**config.mk**
```make
export PLATFORM = sky130hd
export DESIGN_NAME = imem_loader
export DESIGN_NICKNAME = d
export VERILOG_FILES = /design/src/rtl/imem_loader.sv
export SDC_FILE = /design/constraint.sdc
export NUM_CORES = 1
export LEC_CHECK = 0
export CORE_MARGIN = 2
export CORE_UTILIZATION = 25
export CTS_CLUSTER_SIZE = 28
export DETAILED_ROUTE_END_ITERATION = 16
export SLEW_MARGIN = 0
export SYNTH_ARGS = -nofsm -noshare
export SYNTH_HDL_FRONTEND = slang
export SYNTH_SLANG_ARGS = --single-unit
```
**constraint.sdc**
```tcl
create_clock -name clk -period 3.6 [get_ports clk]
set_clock_uncertainty 0.1 [all_clocks]
set_input_delay 0.36 -clock clk [delete_from_list [all_inputs] [get_ports clk]]
set_output_delay 0.36 -clock clk [all_outputs]
set_load 0.05 [all_outputs]
```
**src/rtl/imem_loader.sv**
```systemverilog
`default_nettype none
// ============================================================================
// Module      : imem_loader
// Description : Framed byte-stream boot loader that fills instruction memory,
//               verifies an XOR checksum, and then releases the core from halt.
// Revision    : 1.0 - initial release
// ============================================================================
module imem_loader #(
    parameter int          ADDR_W = 10,
    parameter logic [7:0]  SYNC   = 8'hA5
) (
    input  logic              clk,
    input  logic              rst,
    input  logic              rx_valid,
    input  logic [7:0]        rx_data,
    output logic              rx_ready,
    output logic              imem_we,
    output logic [ADDR_W-1:0] imem_waddr,
    output logic [31:0]       imem_wdata,
    output logic              hlt,
    output logic              preset,
    output logic [31:0]       start_addr,
    output logic              load_done,
    output logic              load_err
);

    localparam logic [2:0]  c_s_idle = 3'd0;
    localparam logic [2:0]  c_s_hdr  = 3'd1;
    localparam logic [2:0]  c_s_data = 3'd2;
    localparam logic [2:0]  c_s_csum = 3'd3;
    localparam logic [2:0]  c_s_boot = 3'd4;
    localparam logic [2:0]  c_s_run  = 3'd5;
    localparam logic [2:0]  c_s_err  = 3'd6;

    localparam logic [16:0] c_depth  = 17'd1 << ADDR_W;

    logic [2:0]        r_state;
    logic [2:0]        w_next_state;
    logic [2:0]        r_byte_cnt;
    logic [15:0]       r_cnt;
    logic [ADDR_W-1:0] r_word_idx;
    logic [7:0]        r_csum;
    logic [31:0]       r_asm;
    logic [31:0]       r_start_addr;
    logic              w_accept;
    logic              w_is_sync;
    logic              w_last_word;

    assign w_accept    = rx_valid & rx_ready;
    assign w_is_sync   = (rx_data == SYNC);
    assign w_last_word = ({{(16-ADDR_W){1'b0}}, r_word_idx} == (r_cnt - 16'd1));
    assign start_addr  = r_start_addr;

    always_ff @(posedge clk) begin
        if (rst) begin
            r_state <= c_s_idle;
        end else begin
            r_state <= w_next_state;
        end
    end

    always_comb begin
        w_next_state = r_state;
        case (r_state)
            c_s_idle, c_s_err: begin
                if (w_accept && w_is_sync) w_next_state = c_s_hdr;
            end
            c_s_hdr: begin
                if (w_accept && r_byte_cnt == 3'd5) begin
                    if ({1'b0, r_cnt} > c_depth) w_next_state = c_s_err;
                    else if (r_cnt == 16'd0)     w_next_state = c_s_csum;
                    else                         w_next_state = c_s_data;
                end
            end
            c_s_data: begin
                if (w_accept && r_byte_cnt == 3'd3 && w_last_word) w_next_state = c_s_csum;
            end
            c_s_csum: begin
                if (w_accept) w_next_state = (rx_data == r_csum) ? c_s_boot : c_s_err;
            end
            c_s_boot: w_next_state = c_s_run;
            c_s_run:  w_next_state = c_s_run;
            default:  w_next_state = c_s_idle;
        endcase
    end

    always_comb begin
        hlt       = 1'b1;
        preset    = 1'b0;
        rx_ready  = 1'b0;
        load_done = 1'b0;
        load_err  = 1'b0;
        case (r_state)
            c_s_idle, c_s_hdr, c_s_data, c_s_csum: rx_ready = 1'b1;
            c_s_boot: begin
                hlt    = 1'b0;
                preset = 1'b1;
            end
            c_s_run: begin
                hlt       = 1'b0;
                load_done = 1'b1;
            end
            c_s_err: begin
                rx_ready = 1'b1;
                load_err = 1'b1;
            end
            default: ;
        endcase
    end

    // Header fields, byte assembly and the one-cycle write strobe.
    always_ff @(posedge clk) begin
        if (rst) begin
            r_byte_cnt   <= 3'd0;
            r_cnt        <= 16'd0;
            r_word_idx   <= '0;
            r_csum       <= 8'd0;
            r_asm        <= 32'd0;
            r_start_addr <= 32'd0;
            imem_we      <= 1'b0;
            imem_waddr   <= '0;
            imem_wdata   <= 32'd0;
        end else begin
            imem_we <= 1'b0;
            case (r_state)
                c_s_idle, c_s_err: begin
                    if (w_accept && w_is_sync) begin
                        r_byte_cnt <= 3'd0;
                        r_cnt      <= 16'd0;
                        r_word_idx <= '0;
                        r_csum     <= 8'd0;
                        r_asm      <= 32'd0;
                    end
                end
                c_s_hdr: begin
                    if (w_accept) begin
                        r_byte_cnt <= (r_byte_cnt == 3'd5) ? 3'd0 : r_byte_cnt + 3'd1;
                        case (r_byte_cnt)
                            3'd0:    r_cnt[7:0]   <= rx_data;
                            3'd1:    r_cnt[15:8]  <= rx_data;
                            default: r_start_addr <= {rx_data, r_start_addr[31:8]};
                        endcase
                    end
                end
                c_s_data: begin
                    if (w_accept) begin
                        r_csum <= r_csum ^ rx_data;
                        r_asm  <= {rx_data, r_asm[31:8]};
                        if (r_byte_cnt == 3'd3) begin
                            r_byte_cnt <= 3'd0;
                            imem_we    <= 1'b1;
                            imem_wdata <= {rx_data, r_asm[31:8]};
                            imem_waddr <= r_word_idx;
                            r_word_idx <= r_word_idx + 1'b1;
                        end else begin
                            r_byte_cnt <= r_byte_cnt + 3'd1;
                        end
                    end
                end
                default: ;
            endcase
        end
    end

endmodule
`default_nettype wire

```
# ---- Word-level counts from Yosys, hierarchy flattened
# Index checks and enable logic that the tools add are counted.
dict set report op_classes {
  addsub 3
  order_cmp 1
  n_eq_ne 21
  muxes 35
  n_bitwise 5
  n_reduce_logical 23
}
# operator count
set ops {}
lappend ops {{two-way mux 32 bit} 2}
lappend ops {{one-hot mux 32 bit (2 select lines)} 1}
lappend ops {{two-way mux 16 bit} 2}
lappend ops {{two-way mux 8 bit} 4}
lappend ops {{one-hot mux 16 bit (2 select lines)} 1}
lappend ops {{two-way mux 10 bit} 3}
lappend ops {{two-way mux 3 bit} 10}
lappend ops {{one-hot mux 10 bit (2 select lines)} 1}
lappend ops {{AND reduction 4 bit} 5}
lappend ops {{== test 10 x 16 -> 1 bit} 1}
lappend ops {{greater-than comparator 16 x 11 -> 1 bit (second input constant)} 1}
lappend ops {{logical NOT 16 bit} 1}
lappend ops {{!= test 2 bit (second input constant)} 8}
lappend ops {{one-hot mux 8 bit (2 select lines)} 1}
lappend ops {{subtractor 16 x 1 -> 16 bit (second input constant)} 1}
lappend ops {{one-hot mux 3 bit (5 select lines)} 1}
lappend ops {{== test 3 bit (second input constant)} 4}
lappend ops {{adder 10 x 1 -> 10 bit (second input constant)} 1}
lappend ops {{== test 3 x 2 -> 1 bit (second input constant)} 3}
lappend ops {{one-hot mux 3 bit (3 select lines)} 1}
lappend ops {{AND reduction 3 bit} 3}
lappend ops {{== test 8 bit} 1}
lappend ops {{== test 8 bit (second input constant)} 1}
lappend ops {{bitwise XOR 8 bit} 1}
lappend ops {{other kinds (14)} 30}
dict set report word_totals {
  regBits 147
  output_inout_bits 80
}

# ---- Longest topological paths before layout
dict set report depth {
  depth_word 8
  mapped_depth 9
  mapped_depth_nobuf 8
}

# ---- Worst setup path after synthesis
# OpenSTA, ideal clock, no wires.
dict set report synth_timing {
  kind {register -> output}
  startpoint {register r_state[2]}
  endpoint {output port load_done}
  arrival_time_ns 1.795
  t_required_ns 3.140
  setup_slack_ns 1.345
  stages_incl_launch_ff 5
  path_buffers 2
  path_cell_list {dfxtp_1 -> clkbuf_1 -> buf_6 -> nand2b_1 -> nor2_1}
}
dict set report synth_via {
  elab_chain_len 2
}
# item line
set synth_lines {}
lappend synth_lines {{start, declared} 37} ;# logic [2:0] r_state;
lappend synth_lines {{start signal, assigned} 56} ;# r_state <= c_s_idle;
lappend synth_lines {{start signal, assigned} 58} ;# r_state <= w_next_state;
lappend synth_lines {{== test 3 bit} 93} ;# case (r_state)
lappend synth_lines {{two-way mux 1 bit} 93}
lappend synth_lines {{end, declared} 23} ;# output logic load_done,
# Every way passes these cells.

# ---- Worst setup path in the final report
dict set report layout_timing {
  startpoint {register r_state[2]}
  endpoint {output port load_err}
}
dict set report layout_via {
  elab_chain_len 2
}
# item line
set layout_lines {}
lappend layout_lines {{== test 3 bit} 93}
lappend layout_lines {{two-way mux 1 bit} 93}
lappend layout_lines {{end, declared} 24} ;# output logic load_err
# Every way passes these cells.

==> reports/metrics.yaml <==
synth:
  synth_top_area_cell: "dfxtp_1"
  yosys.area_share.xor_xnor_pct: 4.66
  synth-edff-count: 0
  synth_seq_cells: 139
  synth_simple_gate_area_share_pct: 24.9
  top_cell_type_s_share_of_synthesized_area_pct: 46.3
  netlist_area_um2: 6010
  post_synth_inst_count: 759
  synth.mux.area_fraction_pct: 2.83
  synth.lib_cells_used.distinct: 52
  sequential_fraction_of_the_synthesis_area_pct: 46.3
  synth_fa_ha_area_share_pct: 1.67
  yosys_warning_count: 0
  syn-mean-instance-area_um2: 7.92
  share_of_async_settable_or_async_resettable_flops_after_synthesis_pct: 0
  synth_top_family_by_area: "simple AND/OR/NAND/NOR gates"
  synth_compound_gate_area_share_pct: 14.6
  synth_flop_cell: "dfxtp_1"
  syn-num-nets: 778
  synth_area_leaders: "dfxtp_1 (46%), nand2_1 (13%), a21oi_1 (9.6%)"
global_routing:
  global_routing_usage_on_met3_pct: 3.44
  global_route.usage.total_pct: 13.5
  global_route.usage.met1_pct: 18.7
  vias_in_the_first_global_route: 4966
  use_met2_pct: 20.3
  grt_overflow: 0
  largest_net_degree_at_the_start_of_global_routing: 67
  antenna_found_initial: 1
  global_route_wire_length_before_repair_mm: 27.3
  most_heavily_used_metal_layer_in_global_routing: "met2"
clock_network:
  cts_repair_resize_count: 0
  clock_pin_slew_of_the_registers_on_the_worst_case_setup_and_hold_paths_ns: 0.06
  ctsLongestPathBuffers: 2
  cts_made_buffers: 17
  post_cts_hold_buffer_count: 0
  ctsHtreeMaxLevel: 4
  cts_root_buffer: "clkbuf_16"
  tritoncts: "done"
  clock_sink_count: 139
  clock_insertion_delay_worst_skew_ns: 0.42
  postCtsSetupRepairBufs: 0
setup_path:
  critical_path.startpoint_type: "register"
  critical_path_class: "register to output pin"
  r2r_start: "r_byte_cnt[2]$_SDFFE_PP0P_"
  timing.reg2reg.setup_slack_ns: 1.10
  timing.rr.end: "r_word_idx[9]$_SDFFE_PP0P_"
  critPathCaptureType: "output pin"
  critPathMaxStageDelay_ns: 0.86
  path_max_fanout: 17
  critical_path.cell_chain: "inv_1 > nor2_1 > clkdlybuf4s50_1"
  critPathArrivalTime_ns: 2.49
  reg2regPathDepth: 8
  critPathRequiredTime_ns: 3.14
  library_cell_contributing_the_largest_single_delay_on_the_critical_path: "clkdlybuf4s50_1"
route:
  post_drt_wl_per_cell_um: 14.7
  drtAntennaViolNets: 0
  detail_route.drc_violations: 0
  detail_route.iter0.violations: 382
  via_count: 5400
  route.final.wire_length_mm: 17.2
  drt-pass1-iter-count: 7
  post_drt_via_cell_ratio: 4.62
power_and_ir_drop:
  ir_drop_mv: 0.260
  total_power_mw: 3.85
  powerDensity_nw_per_um2: 491
  power_leakage_nw: 2.69
floorplanning:
  start_util_pct: 25.5
  die_w_um: 159
  die_h_um: 159
  rows: 56
  core_footprint_um2: 23500
  top_level_ports: 91
  die_area_um2: 25300
timing:
  report.final.setup_viol: 0
  slew_viol_final: 0
  final-hold-violation-count: 0
  final.min_clock_period_ns: 2.95
  timing_worst_slew_pin_value_ns: 0.873
  fin_crit_sh_pct: 82.0
  finalSetupTns_ns: 0
  grt_setup_unrepaired: "no"
  fmax_ghz: 0.339
  timing.slew.headroom_pct: 41.2
worst_hold_path:
  timing.hold.worst.start: "start_addr[7]$_SDFFE_PP0P_"
  hold_path_class: "register to register"
  min_to: "start_addr[7]$_SDFFE_PP0P_"
  hold_path_depth: 2
placed_design:
  io_buffer_count: 90
  dpl.hpwl_mm: 11.5
  place.gp.congestion: 0.877
  place_area_um2: 7220
final_layout:
  drive_above_1_share_pct: 7.30
  layout-area-overhead-vs-synth_pct: 30.6
  final_nets: 855
  finished_core_util_pct: 33.3
  n_fill_cell: 2503
  fin_area_um2: 7850
run_status:
  run_status: "complete, no violations"
run:
  drv_cap: 0
## worst max-delay path, delay by kind of cell (launching register included)
family	cells	cell delay (ns)
buffers and inverters	2	1.10
flip-flops	1	0.70
AND/OR/NAND/NOR	1	0.26
## power breakdown
group	leakage (nW)	internal, mW	switching [mW]
Sequential	1.12	1.56	0.0434
Clock	0.298	1.17	0.696
Combinational	1.27	0.152	0.237
## cells by family after synthesis
logic type,after synthesis
AOI/OAI and AO/OA,154
buffers and inverters,66
adders and majority gates,8
DFF,139
xor gates and xnor gates,32
and+or+nand+nor,343
muxes,17
## worst max-delay path by stage
stage	from	cells past startpoint	end	slack [ns]
after floorplan	r_state[2]$_SDFFE_PP0P_	4	load_done	1.34
after global placement	rx_data[3]	8	r_csum[6]$_SDFFE_PP0P_	0.75
after detailed placement	rx_data[3]	8	r_csum[2]$_SDFFE_PP0P_	0.68
after CTS	r_state[2]$_SDFFE_PP0P_	3	load_err	0.66
after global routing	r_state[2]$_SDFFE_PP0P_	3	load_err	0.53
final	r_state[2]$_SDFFE_PP0P_	3	load_err	0.65
## cell usage after synthesis, types with 2 or more instances
cell type / count
mux2i_1: 17
and3_1: 3
a211oi_1: 4
a31oi_1: 2
buf_2: 9
nor4_1: 13
a311oi_1: 4
inv_1: 13
o21ai_0: 9
dfxtp_1: 139
o21bai_1: 2
ha_1: 8
nand2_1: 215
nand4_1: 6
nand2b_1: 3
nor3_1: 11
or3_1: 3
clkbuf_1: 38
nor2_1: 52
or4_1: 2
o21ai_1: 2
o21a_1: 2
a21oi_1: 115
xnor2_1: 18
nor2b_1: 2
nor3b_1: 7
xor2_1: 14
buf_6: 6
nand3_1: 9
and2_1: 8
o31a_1: 2
## metal layers
layer  vias to the layer above  share of wire [%]
li1                       2704                  -
met2                       135                 45
met3                        11                4.2
met1                      2550                 50
met5                         -                  0
met4                         0                1.2
## metrics by stage
stage          setup WS, ns  hold slack, ns  std cells
6_report              0.648           0.352       1169
5_1_grt               0.533           0.373       1169
4_1_cts               0.657           0.355       1168
3_5_place_dp          0.685           0.346       1136
3_3_place_gp          0.751           0.341       1136
2_1_floorplan          1.34           0.332        759
## flip-flops by register name, summed over array words and instances (netlist names)
name / count
imem_wdata: 32
start_addr: 32
r_asm: 24
r_cnt: 16
imem_waddr: 10
r_word_idx: 10
r_csum: 8
r_byte_cnt: 3
r_state: 3
imem_we: 1
## cells in the final DEF, fill, tap and decap left out, types with 3 or more instances in the layout
master	count
inv_1	13
and2_1	8
xor2_1	14
nand2_1	215
buf_4	22
clkbuf_16	17
mux2i_1	17
nor4_1	13
nor2_1	52
or3_1	3
a211oi_1	4
a311oi_1	4
nand2b_1	3
ha_1	8
xnor2_1	18
nand3_1	9
a21oi_1	114
inv_6	3
dfxtp_1	139
clkdlybuf4s50_1	89
and3_1	3
nor3b_1	7
o21ai_0	9
nor3_1	10
bufinv_16	4
nand4_1	6
## cell type report
type | count | area (um^2) | share of cell area [%]
diodes | 1 | 2.50 | 0.0319
clock buffers | 19 | 433 | 5.52
clock inverters | 13 | 189 | 2.41
inverters | 13 | 48.8 | 0.622
multi-input cells | 554 | 2930 | 37.4
flip-flops and latches | 139 | 2780 | 35.5
well taps | 319 | 399 | 5.09
repair buffers | 111 | 1060 | 13.5
Note: power is estimated with default switching activity, not from simulation.
